File: config.mk
export PLATFORM = sky130hd
export DESIGN_NAME = kmap_sweep_ctrl
export DESIGN_NICKNAME = d
export VERILOG_FILES = /design/src/rtl/kmap_sweep_ctrl.sv
export SDC_FILE = /design/constraint.sdc
export NUM_CORES = 1
export LEC_CHECK = 0
export ABC_CLOCK_PERIOD_IN_PS = 1350
export CAP_MARGIN = 25
export CORE_MARGIN = 5
export CORE_UTILIZATION = 40
export DETAILED_ROUTE_END_ITERATION = 10
export PLACE_DENSITY_LB_ADDON = 0.15
export SYNTH_ARGS = -nofsm -noshare
export SYNTH_HDL_FRONTEND = slang
export SYNTH_SLANG_ARGS = --single-unit
File: constraint.sdc
create_clock -name clk -period 1.35 [get_ports clk]
set_input_delay 0.27 -clock clk [delete_from_list [all_inputs] [get_ports clk]]
set_output_delay 0.27 -clock clk [all_outputs]
set_load 0.02 [all_outputs]
File: src/rtl/kmap_sweep_ctrl.sv
// kmap_sweep_ctrl: steps a small combinational function through every input
// combination in ascending order, samples it after a programmable settle
// time, and presents the captured truth table with a compare result on a
// valid/ready port.
module kmap_sweep_ctrl #(
    parameter int NBITS  = 2,
    parameter int SETTLE = 1
) (
    input  logic                  clk,
    input  logic                  reset,
    input  logic                  start_val,
    output logic                  start_rdy,
    input  logic [2**NBITS-1:0]   exp_tt,
    output logic [NBITS-1:0]      in_bits,
    input  logic                  f,
    output logic                  tt_val,
    input  logic                  tt_rdy,
    output logic [2**NBITS-1:0]   tt,
    output logic                  match,
    output logic                  busy
);

    localparam int TT_W  = 2**NBITS;
    localparam int CNT_W = (SETTLE > 1) ? $clog2(SETTLE) : 1;

    typedef enum logic [1:0] {
        IDLE,
        DRIVE,
        DONE
    } state_t;

    state_t             state_q, state_d;
    logic [NBITS-1:0]   idx_q;
    logic [CNT_W-1:0]   cnt_q;
    logic [TT_W-1:0]    tt_q;
    logic [TT_W-1:0]    tt_upd;
    logic [TT_W-1:0]    exp_q;
    logic [NBITS-1:0]   in_bits_q;
    logic               match_q;
    logic               accept;
    logic               sample;
    logic               last;

    // state register
    always_ff @(posedge clk or posedge reset) begin
        if (reset) state_q <= IDLE;
        else       state_q <= state_d;
    end

    // next-state and handshake/status decode
    always_comb begin
        state_d   = state_q;
        start_rdy = 1'b0;
        busy      = 1'b0;
        tt_val    = 1'b0;
        accept    = 1'b0;
        sample    = 1'b0;
        last      = 1'b0;
        case (state_q)
            IDLE: begin
                start_rdy = 1'b1;
                if (start_val) begin
                    accept  = 1'b1;
                    state_d = DRIVE;
                end
            end
            DRIVE: begin
                busy   = 1'b1;
                sample = (cnt_q == CNT_W'(SETTLE - 1));
                last   = sample && (idx_q == NBITS'(TT_W - 1));
                if (last) state_d = DONE;
            end
            DONE: begin
                tt_val = 1'b1;
                if (tt_rdy) state_d = IDLE;
            end
            default: state_d = IDLE;
        endcase
    end

    // table with the current combination's sample merged in; lets match be
    // registered from the complete table on the same edge the last bit lands
    always_comb begin
        tt_upd        = tt_q;
        tt_upd[idx_q] = f;
    end

    // sweep datapath: index, settle counter, table capture and compare
    always_ff @(posedge clk or posedge reset) begin
        if (reset) begin
            idx_q     <= '0;
            cnt_q     <= '0;
            tt_q      <= '0;
            exp_q     <= '0;
            in_bits_q <= '0;
            match_q   <= 1'b0;
        end else if (accept) begin
            idx_q     <= '0;
            cnt_q     <= '0;
            tt_q      <= '0;
            exp_q     <= exp_tt;
            in_bits_q <= '0;
            match_q   <= 1'b0;
        end else if (busy) begin
            if (sample) begin
                tt_q  <= tt_upd;
                cnt_q <= '0;
                if (last) begin
                    in_bits_q <= '0;
                    match_q   <= (tt_upd == exp_q);
                end else begin
                    idx_q     <= idx_q + NBITS'(1);
                    in_bits_q <= idx_q + NBITS'(1);
                end
            end else begin
                cnt_q <= cnt_q + CNT_W'(1);
            end
        end
    end

    assign in_bits = in_bits_q;
    assign tt      = tt_q;
    assign match   = match_q;

endmodule
==> Word-level counts from Yosys, hierarchy flattened <==
Cells that the tools add are included.
{ "totals": {"wordCells": 62, "inputBits": 9, "ff_bits": 16} }
{ "classes": {"order_cmp": 2, "mux": 32, "n_addsub": 2, "n_bitwise": 1, "n_eq_ne": 8, "reduce_logical": 10} }
{ "ops": {"columns": ["op", "n"], "rows": [
  ["$mux 2", 11],
  ["$mux 1", 15],
  ["$mux 4", 3],
  ["$reduce_and 3->1", 3],
  ["$ne 2x2->1 const B", 4],
  ["$pmux 2 s3", 1],
  ["$reduce_bool 2->1", 3],
  ["$bwmux 4", 1],
  ["$eq 2x2->1 const B", 2],
  ["$eq 4x4->1", 1],
  ["$lt 2x3->1 const B", 1],
  ["$add 2x1->2 const B", 1],
  ["$demux 1 s2", 1],
  ["$eq 2x1->1 const B", 1],
  ["$ge 2x1->1 const B", 1],
  ["$logic_and 1x1->1", 2],
  ["$logic_not 2->1", 1],
  ["$reduce_and 2->1", 1],
  ["$add 1x1->1 const B", 1],
  ["$not 1->1", 1]
]} }

==> Longest topological paths before layout <==
Gate-level depths: netlist of the first run.
{ "logic_depth": {"word_depth": 10, "mapped_depth": 5} }

==> Worst setup path before layout of the first run <==
No wires, ideal clock.
{ "synth_timing": {"path_type": "reg-to-reg", "startpoint": "reg idx_q[0]", "endpoint": "reg in_bits_q[1], in the netlist in_bits[1]", "path_slack_ns": -0.144, "arrival_ns": 1.422, "period_less_slack_ns": 1.494, "n_path_buf": 0, "path_stages_with_launch": 6, "path_cell_list": "dfrtp_1 ha_1 or3b_1 a21oi_1 a22oi_1 nor2_1"} }
{ "synth_between": {"elab_chain_len": 7, "word_cells_on_any_way": 8} }
{ "synth_rtl": {"columns": ["item", "line_no", "source"], "rows": [
  ["start: declaration", "33", "logic [NBITS-1:0] idx_q;"],
  ["start signal: assignment", "112", "idx_q <= idx_q + NBITS'(1);"],
  ["$eq 2x2->1", "70", "last = sample && (idx_q == NBITS'(TT_W - 1));"],
  ["$logic_and 1x1->1", "70", null],
  ["$mux 1", "59", "case (state_q)"],
  ["$mux 2 (*)", "108", "if (last) begin"],
  ["$mux 2 (*)", "105", "if (sample) begin"],
  ["$mux 2 (*)", "104", "end else if (busy) begin"],
  ["$mux 2 (*)", "97", "end else if (accept) begin"],
  ["end signal: assignment", "113", "in_bits_q <= idx_q + NBITS'(1);"],
  ["end: declaration", "38", "logic [NBITS-1:0] in_bits_q;"]
]} }
Every way passes the cells marked *; elsewhere a longest branch is shown, timed or not. The select of a mux whose other input is x is not followed.
A chain may end at the register's enable or synchronous reset.

==> Worst setup path in the final report of the first run <==
{ "layout_timing": {"startpoint": "reg state_q[1]", "endpoint": "reg tt_q[3], in the netlist tt[3]"} }
{ "layout_between": {"elab_chain_len": 4, "word_cells_on_any_way": 9} }
{ "layout_rtl": {"columns": ["item", "line_no", "source"], "rows": [
  ["start: declaration", "32", "state_t state_q, state_d;"],
  ["start signal: assignment", "47", "else state_q <= state_d;"],
  ["$eq 2x1->1 or $logic_not 2->1 (tied branches)", "59", null],
  ["$mux 1", "59", null],
  ["$reduce_bool 2->1 (no source line)", null, null],
  ["$reduce_and 2->1 (no source line)", null, null],
  ["end signal: assignment", "106", "tt_q <= tt_upd;"],
  ["end: declaration", "35", "logic [TT_W-1:0] tt_q;"]
]} }
Parallel ways exist; a longest one is shown, timed or not.

==> reports/results.tsv, run 1 <==
stage	metric	value	unit
outcome	status	finished with violations	
outcome	failing checks	negative setup slack	
drt	final WL	2065	um
timing	clk_skew	0.008906	ns
drt	Routed WL per cell	13.68	um
critical_path	Most Frequent Cell on Critical Path	buf_6	
power_and_ir_drop	Internal	1.995	mW
drt	Via Count	748	
cts	CTS Root Cell	clkbuf_4	
floorplanning	Ports	19	
placed_design	gpl congestion	0.8309	
floorplanning	full die area	0.003100	mm2
cts	CTS tree	yes	
floorplanning	row cnt	16	
drt	Vias/cell	4.954	
power_and_ir_drop	Switching Fraction	0.3988	
global_routing	antenna violations before repair	0	
cells_and_area	Layout Nets	138	
cts	cts bufs inserted	3	
synthesis	Post-synth EDFFs	0	
critical_path	crit path DAT	1.74	ns
floorplanning	Core ar.	0.001982	mm2
global_routing	first-pass GRT wire length	3422	um
global_routing	largest net degree at the start of global routing	17	
synthesis	#FFs+latches synth	16	
critical_path	startpoint class of the critical path	flip-flop	
timing	Tmin final	1.554	ns
timing	RSZ-0062 raised after global routing	true	
synthesis	register area share after synthesis	0.4798	
timing	Setup-failing EPs final	18	
synthesis	syn nets	93	
timing	Slew @ Worst Pin	0.2578	ns
critical_path	r2r setup slk	-0.20	ns
cts	CTS Buffer Depth	2	
drt	Final ANT Viol Nets	0	
cells_and_area	post-route insts no fill	151	
cts	H-tree depth	1	
floorplanning	Die W	55.68	um
power_and_ir_drop	Clock power frac	0.095	
worst_hold_path	Hold WC Path Type	input pin to async pin	
run	max cap viols	0	
timing	Max-Slew Margin vs Limit	0.8276	
drt	DRC Markers	0	
timing	Hold Fails Final Rpt	0	
cells_and_area	ANT cells	0	
critical_path	worst path bufs/invs	2	
critical_path	worst-path cell chain	buf_6 -> buf_6 -> or3b_4 -> mux2i_2 -> a32o_2	
global_routing	vias in the first global route	761	
placed_design	hpwl dp	1465	um
power_and_ir_drop	NetSw	1.324	mW
placed_design	placed cell count	140	
drt	Met1 Wirelength	927	um
drt	1st-iter DRT viols	6	
global_routing	total gr overflow	0	
synthesis	post-synthesis cell type count	30	
global_routing	Total GRT Usage	0.1370	
power_and_ir_drop	P_leak	0.6719	nW
critical_path	Worst setup EP type	flip-flop	
timing	setup TNS	-2.012	ns
power_and_ir_drop	Pwr Density	2447	mW/mm2
timing	Fmax achieved	643.7	MHz
power_and_ir_drop	register share of total power	0.254	
drt	drt first pass iters	4	
critical_path	WS Path Type	flip-flop to flip-flop	
placed_design	pre-CTS WS	-0.3370	ns
critical_path	Req. time, crit path	1.53	ns
cells_and_area	Core Util, Final	0.6843	
cells_and_area	filler cell count	151	
cts	Skew-Pair Late Insertion Delay	0.28	ns
cts	Reg clk slew, reported paths	0.10	ns
synthesis	synthesized cell area	834.6	um2
cells_and_area	share of cells above drive strength 1	0.4677	
synthesis	Mapped Avg Cell Area	10.43	um2
cts	Hold Buf Count CTS	0	
critical_path	CP max-delay cell	or3b_4	
timing	slack of the critical path	-0.2035	ns
floorplanning	Initial Util	0.4211	
power_and_ir_drop	combinational power share	0.651	
cts	Num Clock Sinks	16	
synthesis	post-synthesis async set-or-reset flop share	1.000	
drt	Met3 Wirelength	64	um
timing	crit share post-route	1.151	
synthesis	Yosys Warn Count	0	
drt	metal2 WL	1059	um
synthesis	Synth Flop Type	dfrtp_1	
synthesis	Mapped Cells	80	
cells_and_area	synth-to-layout area growth	62.52	%
timing	Max Slew Vio Count	0	
critical_path	Max Fanout on Critical Path	5	
critical_path	Crit path max-delay family	simple AND/OR/NAND/NOR gates	
floorplanning	DIE HEIGHT	55.68	um
critical_path	Largest stage delay, worst path	0.42	ns
placed_design	port bufs	18	
power_and_ir_drop	Max rail drop VDD	1859	uV
drt	DR top layer	met4	
-- final timing paths --
path                             from        to  depth (start not counted)
hold reg to reg                 match     match                          2
setup reg to reg           state_q[1]     tt[3]                          5
hold / removal                  reset  exp_q[3]                          3
max in group asynchronous       reset  idx_q[0]                          3
min in group clk                match     match                          2
setup / recovery           state_q[1]     tt[3]                          5
-- synthesized netlist by cell type (all sizes together) (2+ instances only) --
cell type   n  area, um2
mux2i       4      40.04
or3b        3      26.28
a32o        4      41.29
o21ai       5      25.02
ha          4      50.05
inv         5      18.77
nand3       2      10.01
nor2        2      7.510
xnor2       4      35.03
nand2      14      55.06
dfrtp      16      400.4
nor3b       2      20.02
buf         2      16.26
-- what timing repair did --
item,CTS,global route
setup buffers,3,4
resized for setup,39,16
pin swaps,15,4
endpoints found under the setup margin,24,19
endpoints found under the hold margin,0,0
-- worst reg2reg max path, stage by stage, from the launching register on --
cell and delay [ns]:
dfrtp_1 0.41, buf_6 0.13, buf_6 0.11, or3b_4 0.42, mux2i_2 0.18, a32o_2 0.22
-- area by class of cell --
cell class                      count  area, um2  area share
Inverter                            5      18.77     0.01384
Timing Repair Buffer               43      377.9      0.2786
Clock buffer                        4      36.28     0.02675
Multi-Input combinational cell     56      489.2      0.3607
Tap cell                           27      33.78     0.02491
Sequential cell                    16      400.4      0.2952
-- layer usage --
metal,vias up,global-route usage
li1,365,-
met1,365,0.1819
met2,16,0.2230
met3,2,0.02784
met4,0,0.04167
met5,-,0
-- metrics by stage --
stage                     hold slack (ns)  area (um2)  total power [mW]
final                              0.2878        1356             3.319
after global routing               0.3053        1356             3.560
after CTS                          0.2979        1286             3.052
after detailed placement           0.4756        1172             2.566
after global placement             0.4711        1172             2.543
after floorplan                    0.1837       849.6             1.864
-- placed cells by master, fill, tap and decap left out, types with 4 or more instances in the layout --
cell / synthesis / routed
buf_4: 0 / 21
buf_6: 1 / 7
clkdlybuf4s50_1: 0 / 8
dfrtp_1: 16 / 16
dlygate4sd2_1: 0 / 7
nand2_1: 13 / 9
nand2_2: 1 / 5
xnor2_1: 4 / 4
-- registers in the layout, indices dropped and copies added, names as in the netlist --
register,count
cnt_q,1
match,1
state_q,2
in_bits,2
idx_q,2
exp_q,4
tt,4
-- cell families (layout without fill, tap and decap cells) --
kind of cell / count (synthesis) / in the layout / synth area share
muxes: 4 / 4 / 0.04798
adders and majority gates: 4 / 4 / 0.05997
DFF: 16 / 16 / 0.4798
and+or+nand+nor: 29 / 29 / 0.1889
AOI/OAI and AO/OA: 15 / 15 / 0.1349
buffers and inverters: 8 / 52 / 0.04647
xor gates and xnor gates: 4 / 4 / 0.04197
-- power groups by stage --
stage | Sequential, mW | Combinational, mW | Clock [mW]
3_3_place_gp | 0.828 | 1.72 | 0
3_5_place_dp | 0.832 | 1.73 | 0
2_1_floorplan | 0.929 | 0.935 | 0
5_1_grt | 0.872 | 2.33 | 0.357
6_report | 0.844 | 2.16 | 0.315
4_1_cts | 0.834 | 1.90 | 0.319
(Power assumes the default switching activity.)
==> run 2: changes to the inputs <==
--- a/config.mk
+++ b/config.mk
@@ -10,7 +10,9 @@
 export CORE_MARGIN = 5
 export CORE_UTILIZATION = 40
 export DETAILED_ROUTE_END_ITERATION = 10
+export DONT_BUFFER_PORTS = 1
 export PLACE_DENSITY_LB_ADDON = 0.15
+export SKIP_CTS_REPAIR_TIMING = 1
 export SYNTH_ARGS = -nofsm -noshare
 export SYNTH_HDL_FRONTEND = slang
 export SYNTH_SLANG_ARGS = --single-unit
==> run 2 against run 1 <==
Compared with the run above: the run still ends with negative setup slack left; cell area decreased by 16%; first-iteration DRC count increased by 17%; maximum frequency increased by 2.9%; die area unchanged; power decreased by 8.2%; worst setup slack improved by 0.044 ns; utilization decreased by 11 points; largest power group unchanged; critical endpoint is now in_bits[1]; flip-flop and latch count unchanged; via count decreased by 8.7%.
==> reports/results.tsv, run 2 (same netlist as run 1, synthesis figures left out) <==
stage	metric	value	unit
drt	Routed WL per cell	16.22	um
floorplanning	Core ar.	0.001982	mm2
critical_path	Reg-to-Reg End	in_bits[1]	
power_and_ir_drop	Pwr Density	2676	mW/mm2
drt	Met1 Wirelength	995	um
drt	metal2 WL	984	um
placed_design	hpwl dp	1445	um
drt	DRC Markers	0	
cells_and_area	post-route insts no fill	130	
run	max cap viols	0	
cells_and_area	ANT cells	0	
timing	setup TNS	-1.199	ns
timing	clk_skew	0.004206	ns
critical_path	Max Fanout on Critical Path	4	
critical_path	Setup crit end	in_bits[1]	
timing	Max-Slew Margin vs Limit	0.7514	
drt	Met3 Wirelength	100	um
worst_hold_path	Hold Path Stages	2	
timing	Slew @ Worst Pin	0.3716	ns
critical_path	r2r setup slk	-0.16	ns
floorplanning	row cnt	16	
global_routing	first-pass GRT wire length	3132	um
critical_path	WS Path Type	flip-flop to flip-flop	
drt	drt first pass iters	4	
timing	RSZ-0062 raised after global routing	true	
drt	DR top layer	met4	
critical_path	crit path DAT	1.73	ns
drt	final WL	2109	um
critical_path	Worst setup EP type	flip-flop	
power_and_ir_drop	total power	3.046	mW
critical_path	Crit Reg-Reg Startpoint	idx_q[0]	
outcome	status	finished with violations	
floorplanning	Die W	55.68	um
cts	cts bufs inserted	3	
cells_and_area	Design Area, Final	0.001139	mm2
outcome	failing checks	negative setup slack	
floorplanning	DIE HEIGHT	55.68	um
global_routing	vias in the first global route	697	
critical_path	Reg2Reg Depth	5	
cts	CTS tree	yes	
worst_hold_path	Hold WC Path Type	input pin to flip-flop	
cts	Num Clock Sinks	16	
global_routing	total gr overflow	0	
cells_and_area	share of cells above drive strength 1	0.4660	
cells_and_area	commonest cells after routing, fill and taps aside	buf_4 (16), dfrtp_1 (15), nand2_1 (13)	
floorplanning	Ports	19	
power_and_ir_drop	Max rail drop VDD	1425	uV
cts	CTS Root Cell	clkbuf_4	
placed_design	gpl congestion	0.8186	
placed_design	DP Area	992.2	um2
cts	Skew-Pair Late Insertion Delay	0.29	ns
timing	Setup-failing EPs final	13	
power_and_ir_drop	P_leak	0.5505	nW
drt	Via Count	683	
cells_and_area	Layout Nets	117	
timing	Max Slew Vio Count	0	
cts	CTS Buffer Depth	2	
drt	Vias/cell	5.254	
critical_path	startpoint class of the critical path	flip-flop	
timing	slack of the critical path	-0.1592	ns
floorplanning	Initial Util	0.4211	
cts	Reg clk slew, reported paths	0.10	ns
placed_design	placed cell count	122	
timing	Fmax achieved	662.6	MHz
timing	crit share post-route	1.118	
cells_and_area	synth-to-layout area growth	36.43	%
global_routing	largest net degree at the start of global routing	17	
cts	H-tree depth	1	
placed_design	port bufs	0	
drt	Final ANT Viol Nets	0	
timing	Hold Fails Final Rpt	0	
timing	Tmin final	1.509	ns
critical_path	crit path launch	idx_q[0]	
floorplanning	full die area	0.003100	mm2
drt	1st-iter DRT viols	7	
critical_path	Req. time, crit path	1.57	ns
cells_and_area	commonest non-fill, non-tap cell in the layout	buf_4	
global_routing	Total GRT Usage	0.1272	
global_routing	antenna violations before repair	0	
[run 2: through the flow]
step                      worst slack (ns)    util  hold WS, ns
after floorplan                   -0.06014       -       0.1837
after global placement             -0.1217  0.5006       0.1827
after detailed placement           -0.1292  0.5006       0.1843
after CTS                          -0.2039  0.5189      -0.1378
after global routing               -0.2397  0.5745      0.07597
final                              -0.1592  0.5745      0.08371
[run 2: how the worst min path moves through the flow]
| stage | start | end |
|---|---|---|
| after CTS | reset | exp_q[0] |
| after floorplan | reset | cnt_q |
| after detailed placement | reset | exp_q[0] |
| after global routing | exp_tt[0] | exp_q[0] |
| after global placement | reset | exp_q[0] |
| final | exp_tt[3] | exp_q[3] |
[run 2: critical path: stages (launching register included)]
cell and delay, ns:
dfrtp_1 0.44, ha_2 0.20, or3b_1 0.36, a21oi_2 0.22, a22oi_1 0.14, nor2_1 0.10
[run 2: final cells by class]
cell class / count / area, um2
clock buffers: 4 / 36.28
repair buffers: 22 / 186.4
multi-input cells: 56 / 461.7
well taps: 27 / 33.78
flip-flops and latches: 16 / 401.6
inverters: 5 / 18.77
fillers: 180 / 843.3
[run 2: metal layers]
layer,vias up,global-route usage
met3,4,0.03480
met2,16,0.1943
met1,340,0.1683
li1,323,-
met5,-,0
met4,0,0.05208
[run 2: power by group]
part           switching (mW)  total, mW  internal, mW
registers               0.249      0.931         0.681
logic                   0.870       1.79         0.924
clock network           0.158      0.323         0.164
total                    1.28       3.05          1.77
==> run 3: changes to the inputs <==
--- a/config.mk
+++ b/config.mk
@@ -8,7 +8,7 @@
 export ABC_CLOCK_PERIOD_IN_PS = 1350
 export CAP_MARGIN = 25
 export CORE_MARGIN = 5
-export CORE_UTILIZATION = 40
+export CORE_UTILIZATION = 53
 export DETAILED_ROUTE_END_ITERATION = 10
 export DONT_BUFFER_PORTS = 1
 export PLACE_DENSITY_LB_ADDON = 0.15
==> run 3 against run 2 <==
Compared with the run above: the flow still finishes with violations (negative setup slack); critical path type is now flip-flop to primary output; largest power group unchanged; wire length fell by 10%; critical endpoint is now busy; flip-flop and latch count did not move; utilization rose by 17 points.
==> reports/results.tsv, run 3 (same netlist as run 1, synthesis figures left out) <==
stage	metric	value	unit
cts	CTS Root Cell	clkbuf_4	
critical_path	worst-path cell chain	buf_6 -> buf_6 -> or2b_1 -> inv_2	
critical_path	Reg2Reg Depth	5	
drt	final WL	1898	um
cells_and_area	Layout Nets	115	
cells_and_area	synth-to-layout area growth	35.08	%
critical_path	Crit Reg-Reg Startpoint	idx_q[1]	
placed_design	gpl congestion	0.7962	
power_and_ir_drop	Max rail drop VDD	1631	uV
timing	slack of the critical path	-0.1799	ns
cells_and_area	share of cells above drive strength 1	0.4158	
timing	clk_skew	0.004374	ns
cells_and_area	filler cell count	103	
critical_path	WS Path Type	flip-flop to primary output	
floorplanning	row cnt	14	
timing	Max-Slew Margin vs Limit	0.5950	
critical_path	CP max-delay cell	dfrtp_1	
worst_hold_path	Hold WC Path Type	input pin to flip-flop	
critical_path	Most Frequent Cell on Critical Path	buf_6	
cells_and_area	commonest non-fill, non-tap cell in the layout	dfrtp_1	
global_routing	total gr overflow	0	
global_routing	vias in the first global route	663	
drt	1st-iter DRT viols	9	
cts	cts bufs inserted	3	
cells_and_area	ANT cells	0	
worst_hold_path	Worst Hold Launch	exp_tt[0]	
floorplanning	Core ar.	0.001506	mm2
cts	CTS Buffer Depth	2	
cts	CTS tree	yes	
drt	Routed WL per cell	16.22	um
cts	Reg clk slew, reported paths	0.10	ns
power_and_ir_drop	Pwr Density	2667	mW/mm2
worst_hold_path	Hold Path Stages	2	
timing	Hold Fails Final Rpt	0	
drt	Vias/cell	5.504	
drt	DRC Markers	0	
run	max cap viols	0	
timing	crit share post-route	1.133	
global_routing	antenna violations before repair	0	
critical_path	Reg-to-Reg End	match	
floorplanning	full die area	0.002468	mm2
critical_path	Worst setup EP type	primary output	
timing	Fmax achieved	653.7	MHz
floorplanning	Ports	19	
placed_design	port bufs	0	
global_routing	Total GRT Usage	0.1555	
floorplanning	Initial Util	0.5540	
global_routing	first-pass GRT wire length	2939	um
critical_path	crit path DAT	1.26	ns
critical_path	Max Fanout on Critical Path	4	
floorplanning	Die W	49.68	um
drt	Via Count	644	
critical_path	Largest stage delay, worst path	0.39	ns
placed_design	hpwl dp	1334	um
floorplanning	DIE HEIGHT	49.68	um
power_and_ir_drop	total power	3.007	mW
global_routing	largest net degree at the start of global routing	17	
critical_path	r2r setup slk	-0.15	ns
placed_design	pre-CTS WS	-0.1961	ns
timing	Max Slew Vio Count	0	
critical_path	startpoint class of the critical path	flip-flop	
timing	RSZ-0062 raised after global routing	true	
timing	Slew @ Worst Pin	0.6068	ns
cts	H-tree depth	1	
power_and_ir_drop	P_leak	0.5492	nW
critical_path	Req. time, crit path	1.08	ns
cts	Num Clock Sinks	16	
outcome	failing checks	negative setup slack	
timing	Tmin final	1.530	ns
drt	drt first pass iters	4	
drt	Final ANT Viol Nets	0	
cells_and_area	commonest cells after routing, fill and taps aside	dfrtp_1 (16), nand2_1 (13), buf_4 (13)	
worst_hold_path	Hold Path End	exp_q[0]	
outcome	status	finished with violations	
cts	Skew-Pair Late Insertion Delay	0.29	ns
timing	Setup-failing EPs final	10	
run 3: cell types whose count changed in the layout (fill, tap and decap cells not counted), sizes merged:
cell,change
buf,-2
run 3: worst max-delay path, delay by kind of cell, from the launching register on:
family	cells	cell delay, ns
simple gates	1	0.26
flops	1	0.39
buf+inv	3	0.32
run 3: area by class of cell:
type / count / area (um2) / area share
timing repair buffer: 20 / 175.2 / 0.1554
clock buffer: 4 / 36.28 / 0.03219
tap: 16 / 20.02 / 0.01776
inverter: 5 / 18.77 / 0.01665
sequential: 16 / 400.4 / 0.3552
multi-input combinational: 56 / 476.7 / 0.4229
run 3: power breakdown:
group / internal (mW) / switching (mW)
registers: 0.680 / 0.239
logic: 0.936 / 0.830
clock network: 0.165 / 0.158
run 3: worst max path at each step:
stage                     from  endpoint  slack, ns
global route          idx_q[1]     match      -0.29
floorplan           state_q[1]     tt[3]      -0.06
finish              state_q[0]      busy      -0.18
global placement      idx_q[0]     match      -0.15
detailed placement    idx_q[0]     match      -0.20
CTS                 state_q[0]      busy      -0.23
run 3: metal layers:
| layer | vias to the layer above | track usage | part of all wire |
|---|---|---|---|
| met2 | 18 | 0.2331 | 0.46 |
| met1 | 299 | 0.1920 | 0.44 |
| met5 | - | 0 | 0 |
| met3 | 5 | 0.06024 | 0.071 |
| met4 | 0 | 0.07860 | 0.022 |
| li1 | 322 | - | - |
run 3: metrics by stage:
stage,utilization,TNS (ns),cell area (um2),hold WS [ns],cells
after global placement,0.6395,-0.3072,963.4,0.2610,109
final,0.7483,-1.001,1127,0.07685,117
after detailed placement,0.6395,-0.5606,963.4,0.2674,109
after CTS,0.6636,-1.365,999.7,-0.05648,113
after global routing,0.7483,-1.820,1127,0.07792,117
after floorplan,-,-0.2210,849.6,0.1837,80
